**src/rtl/tt_leg_pkg.sv**
```systemverilog
// Shared types and constants for the leg solver.
// Widths are fixed by the tile pinout.
package tt_leg_pkg;

  typedef enum logic [2:0] {
    LOAD,
    SQ,
    DIFF,
    ROOT,
    OUT
  } state_t;

  localparam int OPW   = 8;
  localparam int SQW   = 16;
  localparam int REMW  = 10;
  localparam int ITERS = 8;
  localparam int CW    = $clog2(ITERS);

endpackage

```
**src/rtl/tt_um_leg_solver_isqrt.sv**
```systemverilog
// Sequential restoring square root, 2 radicand bits per step.
// The start cycle already performs the first step on d.
module isqrt16_seq
  import tt_leg_pkg::*;
(
  input  logic           clk,
  input  logic           rst_n,
  input  logic           en,
  input  logic           start,
  input  logic [SQW-1:0] d,
  output logic [OPW-1:0] root,
  output logic           done
);

  logic [SQW-1:0]  rad;
  logic [REMW-1:0] rem;
  logic [OPW-1:0]  root_r;
  logic [CW-1:0]   cnt;
  logic            busy;

  logic [SQW-1:0]  src_rad;
  logic [REMW-1:0] src_rem;
  logic [OPW-1:0]  src_root;
  logic [REMW-1:0] rem_sh;
  logic [REMW-1:0] trial;
  logic            ge;
  logic [REMW-1:0] rem_nx;
  logic [OPW-1:0]  root_nx;

  // One root digit: start restarts from a zero remainder and root.
  always_comb begin
    src_rad  = start ? d : rad;
    src_rem  = start ? '0 : rem;
    src_root = start ? '0 : root_r;
    rem_sh   = {src_rem[REMW-3:0], src_rad[SQW-1:SQW-2]};
    trial    = {src_root, 2'b01};
    ge       = rem_sh >= trial;
    rem_nx   = ge ? rem_sh - trial : rem_sh;
    root_nx  = {src_root[OPW-2:0], ge};
  end

  // Iteration registers; en freezes everything.
  always_ff @(posedge clk or negedge rst_n) begin
    if (!rst_n) begin
      rad    <= '0;
      rem    <= '0;
      root_r <= '0;
      cnt    <= '0;
      busy   <= 1'b0;
    end else if (en) begin
      if (start) begin
        rad    <= {src_rad[SQW-3:0], 2'b00};
        rem    <= rem_nx;
        root_r <= root_nx;
        cnt    <= CW'(1);
        busy   <= 1'b1;
      end else if (busy) begin
        rad    <= {src_rad[SQW-3:0], 2'b00};
        rem    <= rem_nx;
        root_r <= root_nx;
        cnt    <= cnt + CW'(1);
        if (cnt == CW'(ITERS - 1)) busy <= 1'b0;
      end
    end
  end

  assign root = root_r;
  // High while the final digit is being taken.
  assign done = busy && (cnt == CW'(ITERS - 1));

endmodule

```
**src/rtl/tt_um_leg_solver.sv**
```systemverilog
// Free-running leg solver: b = floor(sqrt(c*c - a*a)).
// Fixed 19-cycle frame: LOAD, 8x SQ, DIFF, 8x ROOT, OUT.
module tt_um_leg_solver
  import tt_leg_pkg::*;
(
  input  logic           clk,
  input  logic           rst_n,
  input  logic           ena,
  input  logic [OPW-1:0] ui_in,
  input  logic [OPW-1:0] uio_in,
  output logic [OPW-1:0] uo_out,
  output logic [OPW-1:0] uio_out,
  output logic [OPW-1:0] uio_oe
);

  state_t         state;
  logic [OPW-1:0] c_r;
  logic [OPW-1:0] a_r;
  logic [SQW-1:0] csq;
  logic [SQW-1:0] asq;
  logic [SQW-1:0] d;
  logic           invalid;
  logic [CW-1:0]  cnt;
  logic           start;
  logic [OPW-1:0] uo_r;
  logic [OPW-1:0] root;
  logic           done;

  isqrt16_seq u_root (
    .clk   (clk),
    .rst_n (rst_n),
    .en    (ena),
    .start (start),
    .d     (d),
    .root  (root),
    .done  (done)
  );

  // Frame sequencer with shift-add squarers and output register.
  always_ff @(posedge clk or negedge rst_n) begin
    if (!rst_n) begin
      state   <= LOAD;
      c_r     <= '0;
      a_r     <= '0;
      csq     <= '0;
      asq     <= '0;
      d       <= '0;
      invalid <= 1'b0;
      cnt     <= '0;
      start   <= 1'b0;
      uo_r    <= '0;
    end else if (ena) begin
      case (state)
        LOAD: begin
          c_r   <= ui_in;
          a_r   <= uio_in;
          csq   <= '0;
          asq   <= '0;
          cnt   <= '0;
          state <= SQ;
        end
        SQ: begin
          if (c_r[cnt]) csq <= csq + ({8'h00, c_r} << cnt);
          if (a_r[cnt]) asq <= asq + ({8'h00, a_r} << cnt);
          cnt <= cnt + CW'(1);
          if (cnt == CW'(ITERS - 1)) state <= DIFF;
        end
        DIFF: begin
          invalid <= a_r > c_r;
          d       <= (a_r > c_r) ? '0 : csq - asq;
          start   <= 1'b1;
          state   <= ROOT;
        end
        ROOT: begin
          start <= 1'b0;
          if (done) state <= OUT;
        end
        OUT: begin
          uo_r  <= invalid ? '0 : root;
          state <= LOAD;
        end
        default: state <= LOAD;
      endcase
    end
  end

  assign uo_out  = uo_r;
  assign uio_out = 8'h00;
  assign uio_oe  = 8'h00;

endmodule

```
**config.mk**
```make
export PLATFORM = sky130hd
export DESIGN_NAME = tt_um_leg_solver
export DESIGN_NICKNAME = d
export VERILOG_FILES = /design/src/rtl/tt_leg_pkg.sv /design/src/rtl/tt_um_leg_solver_isqrt.sv /design/src/rtl/tt_um_leg_solver.sv
export SDC_FILE = /design/constraint.sdc
export NUM_CORES = 1
export LEC_CHECK = 0
export CORE_UTILIZATION = 30
export DETAILED_ROUTE_END_ITERATION = 16
export GPL_ROUTABILITY_DRIVEN = 0
export MAX_ROUTING_LAYER = met4
export PLACE_DENSITY = 0.54
export SLEW_MARGIN = 30
export SYNTH_ARGS = -nofsm -noshare
export SYNTH_HDL_FRONTEND = slang
export SYNTH_SLANG_ARGS = --single-unit
```
**constraint.sdc**
```tcl
create_clock -name clk -period 3 [get_ports clk]
set_input_delay 0.3 -clock clk [delete_from_list [all_inputs] [get_ports clk]]
set_output_delay 0.3 -clock clk [all_outputs]
set_load 0.05 [all_outputs]
```
[After elaboration in Yosys (flattened, before gate mapping)]
Index checks and enable logic that the tools add are counted.
Cells by class
  multiplexer cells: 30
  equality and inequality tests: 10
  shift-type cells: 2
  $add $sub $neg: 6
  magnitude comparators: 3
  reduce and logical (&&, ||, !) cells: 14
Operators with widths (count)
  2-to-1 mux 16 bit: 6
  2-to-1 mux 8 bit: 8
  case mux 16 bit (2 select lines): 2
  adder 16 bit: 2
  left shift 8 x 3 -> 16 bit: 2
  subtractor 16 bit: 1
  2-to-1 mux 3 bit: 4
  case mux 3 bit (4 select lines): 1
  AND reduction 2 bit: 6
  >= comparator 10 bit: 1
  equality test 3 bit (second input constant): 3
  AND reduction 3 bit: 3
  greater-than comparator 8 bit: 1
  != test 2 bit (second input constant): 4
  subtractor 8 bit: 1
  adder 3 x 1 -> 3 bit (second input constant): 2
  binary-select mux 1 bit (select 3 bit): 2
  equality test 3 x 2 -> 1 bit (second input constant): 2
  case mux 3 bit (2 select lines): 1
  nonzero test 2 bit: 3
  2-to-1 mux 1 bit: 5
  less-than comparator 3 x 4 -> 1 bit (second input constant): 1
  equality test 3 x 1 -> 1 bit (second input constant): 1
  zero test 3 bit: 1
  other kinds (2): 2
Word-level totals
  output and inout bits: 24
  register bits: 116
  input port bits: 19
  logic and storage cells: 80

[Longest topological paths before layout]
  depth in word-level cells: 5
  gate-level depth with buffers: 15
  depth with buffers taken out: 13

[Modules after synthesis]
Synthesis repeated with hierarchy kept, for this count alone.
Unflattened totals
  cells, all modules: 958
  area, all modules: 8330.5 µm²
Modules (own cells, without submodules)
  tt_um_leg_solver: area each 6185.9 µm², cells an instance 734, seq. area each 2001.9 µm², times used 1
  isqrt16_seq: area each 2144.6 µm², cells an instance 224, seq. area each 850.8 µm², times used 1

[Worst setup path before layout]
OpenSTA, ideal clock, no wires.
  path type: flip-flop to flip-flop
  from: reg cnt[1]
  to: reg asq[14]
  stages on the path, launching flop included: 13
  setup time: 0.087 ns
  data required time: 2.913 ns
  slack: -0.285 ns
  buffers on the path: 2
  period minus slack after synthesis: 3.285 ns
  arrival time: 3.199 ns
  cells stage by stage: dfrtp_1 > buf_2 > buf_1 > mux2i_1 > o21ai_0 > and2_1 > ha_1 > nor2b_1 > o31a_1 > o41ai_1 > o21ai_0 > a311o_1 > o211ai_1
Between the ends
  longest elaborated chain between the ends: 4
  elaborated cells between the ends (all ways): 8
  those cells by class: 1 x add/sub; 1 x eq/ne; 1 x shift; 4 x mux; 1 x reduce/logical
Ends and longest elaborated chain
  start: declaration: RTL line tt_um_leg_solver.sv:23  | logic [CW-1:0] cnt;
  start signal: assignment: RTL line tt_um_leg_solver.sv:65  | cnt <= cnt + CW'(1);
  left shift 8 x 3 -> 16 bit or binary-select mux 1 bit (select 3 bit) (tied branches): RTL line tt_um_leg_solver.sv:64  | if (a_r[cnt]) asq <= asq + ({8'h00, a_r} << cnt);
  adder 16 bit or 2-to-1 mux 1 bit (tied branches): RTL line tt_um_leg_solver.sv:64
  2-to-1 mux 16 bit or != test 2 bit (tied branches)
  case mux 16 bit (2 select lines) or AND reduction 3 bit (tied branches)
  end signal: assignment: RTL line tt_um_leg_solver.sv:64
  end: declaration: RTL line tt_um_leg_solver.sv:20  | logic [SQW-1:0] asq;
Several ways; a longest one is shown, not always the timed one. The select of a mux whose other input is x is not followed.
A chain may end at the register's enable or synchronous reset.

[Worst setup path in the final report]
  from: reg cnt[1]
  to: reg asq[12]
The elaborated chain is that of the path after synthesis.

==> results.md <==
- The overall overflow remaining after global route is 0.
- Yosys mapped a number of flops with a built-in enable equal to 0.
- In the synthesized netlist the dominant register cell turns out to be sky130_fd_sc_hd__dfrtp_1.
- The first global-routing pass estimated 34.3 mm of wire.
- The overall die width is 169 um.
- The buffer levels on the longest clock path is 2.
- 43 I/O pins were placed.
- The clock drives 114 sinks.
- In this run the number of H-tree levels came out at 4.
- After layout, the minimum clock period comes to 2.87 ns.
- Entering global routing, the biggest net connects 53 pins.
- The post-synthesis cell count is 943.
- The core region is 0.0271 mm^2.
- The clock latency on the worst-skew pair is 0.42 ns.
- The completed layout was analyzed and its total power is 11.2 mW.
- The antenna diode count is 0.
- The number of warnings issued by yosys is 0.
- The all-layer global routing usage is 15.6%.
- The mapped cell area is 0.00833 mm^2.
- Averaged over all synthesized cells, the footprint is 8.84 um^2.
- Wire segments on met3 add up to 434 um in the final route.
- The clock transition time at the flip-flop clock pins of the worst setup and hold paths is 0.06 ns.
- The row count is 60.
- At the pin with the least slew margin, the transition time is 0.836 ns.
- The met1 wire length is 10.3 mm.
- The library cells used most frequently in the layout, excluding fill and tap cells, are 112 x sky130_fd_sc_hd__dfrtp_1, 98 x sky130_fd_sc_hd__nand2_1, 74 x sky130_fd_sc_hd__o21ai_0.
- At the end of the flow, the number of nets in the layout was 1091.
- The fraction of layout instances using a drive strength above 1 is 13.9%.
- The number of DRC violations after detailed-routing iteration 0 is 417.
- The number of global-route vias before repair was 6784.
- The clock tree root driver cell is sky130_fd_sc_hd__clkbuf_16.
- Setup violations remaining at the end of the flow were counted as 0.
- Data on the critical path arrives at its endpoint at 3.18 ns.
- The die is 169 um tall.
- In the finished design, the share of the clock period the worst path needs comes to 95.8%.
- The starting utilization of the core area is 30.7%.
- The initial antenna violation count came to 0.
- Detailed placement finished with a half-perimeter wire length of 15.5 mm.
- After detailed placement, the total cell area comes to 0.00927 mm^2.
- The final count of pins violating max slew is 0.
- Clock skew on the completed layout was measured at 0.0115 ns.
- The type of the worst setup path is reg2reg.
- TritonCTS built the clock tree.
- The power per standard cell area is 1120 mW/mm^2.
- Using the TritonRoute via totals, the vias-per-cell ratio works out to 4.96.
- The worst setup path is captured at a register.
- Buffers inserted during clock tree synthesis total 17.
- Wires add up to 20.4 mm.
- The count of distinct cell types in the synthesized netlist is 73.
- The area growth from synthesis to final layout is 19.9%.
- Measured against its own limit, the worst slew margin works out to 44.2%.
- The final number of hold-violating endpoints is 0.
- Routed signal wires occupy layers up through met4.
- The area enclosed by the die boundary is 0.0284 mm^2.
- The detail route stage leaves a number of antenna-violating nets equal to 0.
- Along the worst path, the maximum fanout reaches 8.
- The library cell used most frequently in the layout, excluding fill and tap cells, is sky130_fd_sc_hd__dfrtp_1.
- The register-to-register setup slack is 0.13 ns.
- After filler insertion, the fill cell instance count of the layout stands at 2769.
- Wire segments on met2 add up to 9.40 mm in the final route.
- Across the VDD grid, the largest voltage drop is 487 uV.
- In the routed design, unresolved DRC markers number 0.
- After routing the design area is 0.00999 mm^2.
- In this run, placement finished with an instance count of 1352.
- For this run, asynchronously set or reset flops after synthesis account for 100%.
- The sequential element share of the synthesized area is 34.2%.
- At the worst endpoint, the required time is 3.30 ns.
- The tightest min-delay check is of the in2async type.
- For this design the static power due to leakage is 4.44 nW.
- The total number of vias is 6883.
- The number of storage elements in the synthesis netlist is 114.
- Max-cap violations in this run came to 0.
- The kind of start point of the critical path is a register.
- For this run, the number of standard cells in the final layout without fillers is 1387.
- The detailed-route wire length per cell is 14.7 um.
- Setup repair after global routing could not meet its margin everywhere.
- The run finished with clean final reports.
- In this run the tool buffered the top-level ports with 26 buffer cells.
- The final standard cell utilization of the core is 36.9%.
- The first-pass iteration count of the detailed router is 6.
- The summed negative setup slack over all endpoints is 0 ns.
- Derived from the worst setup path, the maximum achievable clock frequency is 0.348 GHz.
## where the power goes
part           internal [mW]  switching, mW
Sequential              2.06          0.522
Clock                   1.37          0.814
Combinational           2.94           3.50
Total                   6.37           4.84
## cells by family (layout without fill, tap and decap cells)
family	count (synthesis)	count (layout)	synth area share, %
simple gates	275	275	15.9
compound gates	271	271	21.1
flops	114	114	34.2
buf+inv	121	178	6.44
mux	62	62	8.44
other cells	1	16	0.0450
fa+ha+maj	70	70	10.8
xor+xnor	29	29	3.05
## synth_stat cells (3+ instances only)
library cell	number	area, um^2
sky130_fd_sc_hd__dfrtp_1	114	2850
sky130_fd_sc_hd__nand2_1	98	368
sky130_fd_sc_hd__o21ai_0	83	415
sky130_fd_sc_hd__ha_1	67	838
sky130_fd_sc_hd__inv_1	57	214
sky130_fd_sc_hd__nor2_1	45	169
sky130_fd_sc_hd__a21oi_1	44	220
sky130_fd_sc_hd__nand3_1	39	195
sky130_fd_sc_hd__mux2i_1	35	350
sky130_fd_sc_hd__clkbuf_1	31	116
sky130_fd_sc_hd__mux2_2	23	259
sky130_fd_sc_hd__o31ai_1	23	173
sky130_fd_sc_hd__o22ai_1	18	113
sky130_fd_sc_hd__xnor2_1	18	158
sky130_fd_sc_hd__buf_4	17	128
sky130_fd_sc_hd__nand2b_1	17	106
sky130_fd_sc_hd__a21o_1	16	120
sky130_fd_sc_hd__nor3_1	14	70.1
sky130_fd_sc_hd__nor2b_1	13	81.3
sky130_fd_sc_hd__a211oi_1	11	82.6
sky130_fd_sc_hd__xor2_1	11	96.3
sky130_fd_sc_hd__o21a_1	10	75.1
sky130_fd_sc_hd__buf_2	9	45.0
sky130_fd_sc_hd__a2bb2oi_1	8	70.1
sky130_fd_sc_hd__nand4_1	8	50.1
sky130_fd_sc_hd__a31oi_1	7	43.8
sky130_fd_sc_hd__and3_1	7	43.8
sky130_fd_sc_hd__a22o_1	6	52.6
sky130_fd_sc_hd__and2_1	6	37.5
sky130_fd_sc_hd__nor3b_1	6	45.0
sky130_fd_sc_hd__o211ai_1	6	45.0
sky130_fd_sc_hd__or3_1	6	37.5
sky130_fd_sc_hd__buf_1	5	18.8
sky130_fd_sc_hd__a21boi_0	4	30.0
sky130_fd_sc_hd__a211o_1	3	26.3
sky130_fd_sc_hd__fa_1	3	60.1
sky130_fd_sc_hd__mux4_2	3	67.6
sky130_fd_sc_hd__o22a_1	3	26.3
sky130_fd_sc_hd__o31a_1	3	26.3
sky130_fd_sc_hd__o41ai_1	3	26.3
## registers in the layout (all words and copies together) (netlist names), 3 cells and up
| signal | flops |
|---|---|
| c_r | 8 |
| d | 16 |
| a_r | 8 |
| u_root.root | 8 |
| u_root.cnt | 3 |
| u_root.rad | 14 |
| asq | 16 |
| u_root.rem | 8 |
| cnt | 3 |
| csq | 16 |
| state | 3 |
| uo_out | 8 |
## metal layers
metal  vias up  global-route usage (%)
met3        21                    2.95
met4         0                    4.51
met2        72                    24.1
li1       3525                       -
met5         -                       -
met1      3265                    20.6
## final timing paths
check,from,end,cells past startpoint
max in group asynchronous,rst_n,cnt[1]$_DFFE_PN0P_,3
worst max register to register,cnt[1]$_DFFE_PN0P_,asq[12]$_DFFE_PN0P_,11
min in group clk,u_root.rem[2]$_DFFE_PN0P_,u_root.rem[2]$_DFFE_PN0P_,2
worst min register to register,u_root.rem[2]$_DFFE_PN0P_,u_root.rem[2]$_DFFE_PN0P_,2
worst max-delay path,cnt[1]$_DFFE_PN0P_,asq[12]$_DFFE_PN0P_,11
worst min-delay path,rst_n,uo_out[7]$_DFFE_PN0P_,2
## stage by stage
stage | hold slack, ns | worst slack [ns]
2_1_floorplan | 0.00441 | 0.0536
3_3_place_gp | 0.395 | 0.0170
3_5_place_dp | 0.399 | -0.0274
4_1_cts | 0.473 | 0.0198
5_1_grt | 0.488 | -0.00372
6_report | 0.456 | 0.126
## critical path, cell delays in order (launching register included)
cell,delay (ns)
sky130_fd_sc_hd__dfrtp_2,0.46
sky130_fd_sc_hd__buf_4,0.18
sky130_fd_sc_hd__mux2_2,0.35
sky130_fd_sc_hd__a21oi_1,0.18
sky130_fd_sc_hd__o21ai_0,0.11
sky130_fd_sc_hd__ha_1,0.36
sky130_fd_sc_hd__nand2_1,0.08
sky130_fd_sc_hd__o21ai_0,0.28
sky130_fd_sc_hd__o41ai_4,0.17
sky130_fd_sc_hd__o311ai_1,0.35
sky130_fd_sc_hd__xnor2_1,0.15
sky130_fd_sc_hd__o21ai_0,0.08
## timing repair
action,CTS,global route
hold buffers,1,0
endpoints found under the setup margin,4,19
cloned,0,0
gates resized for setup,1,29
endpoints found under the hold margin,50,0
buffers inserted,0,2
## cell type report
class / count / area, um^2 / area share (%)
clock buffers: 19 / 453 / 4.53
well taps: 372 / 465 / 4.66
multi-input cells: 723 / 5070 / 50.8
inverters: 58 / 218 / 2.18
clock inverters: 13 / 173 / 1.73
flip-flops and latches: 114 / 2860 / 28.6
repair buffers: 88 / 754 / 7.55
No activity file was read; power rests on OpenSTA's default activity.
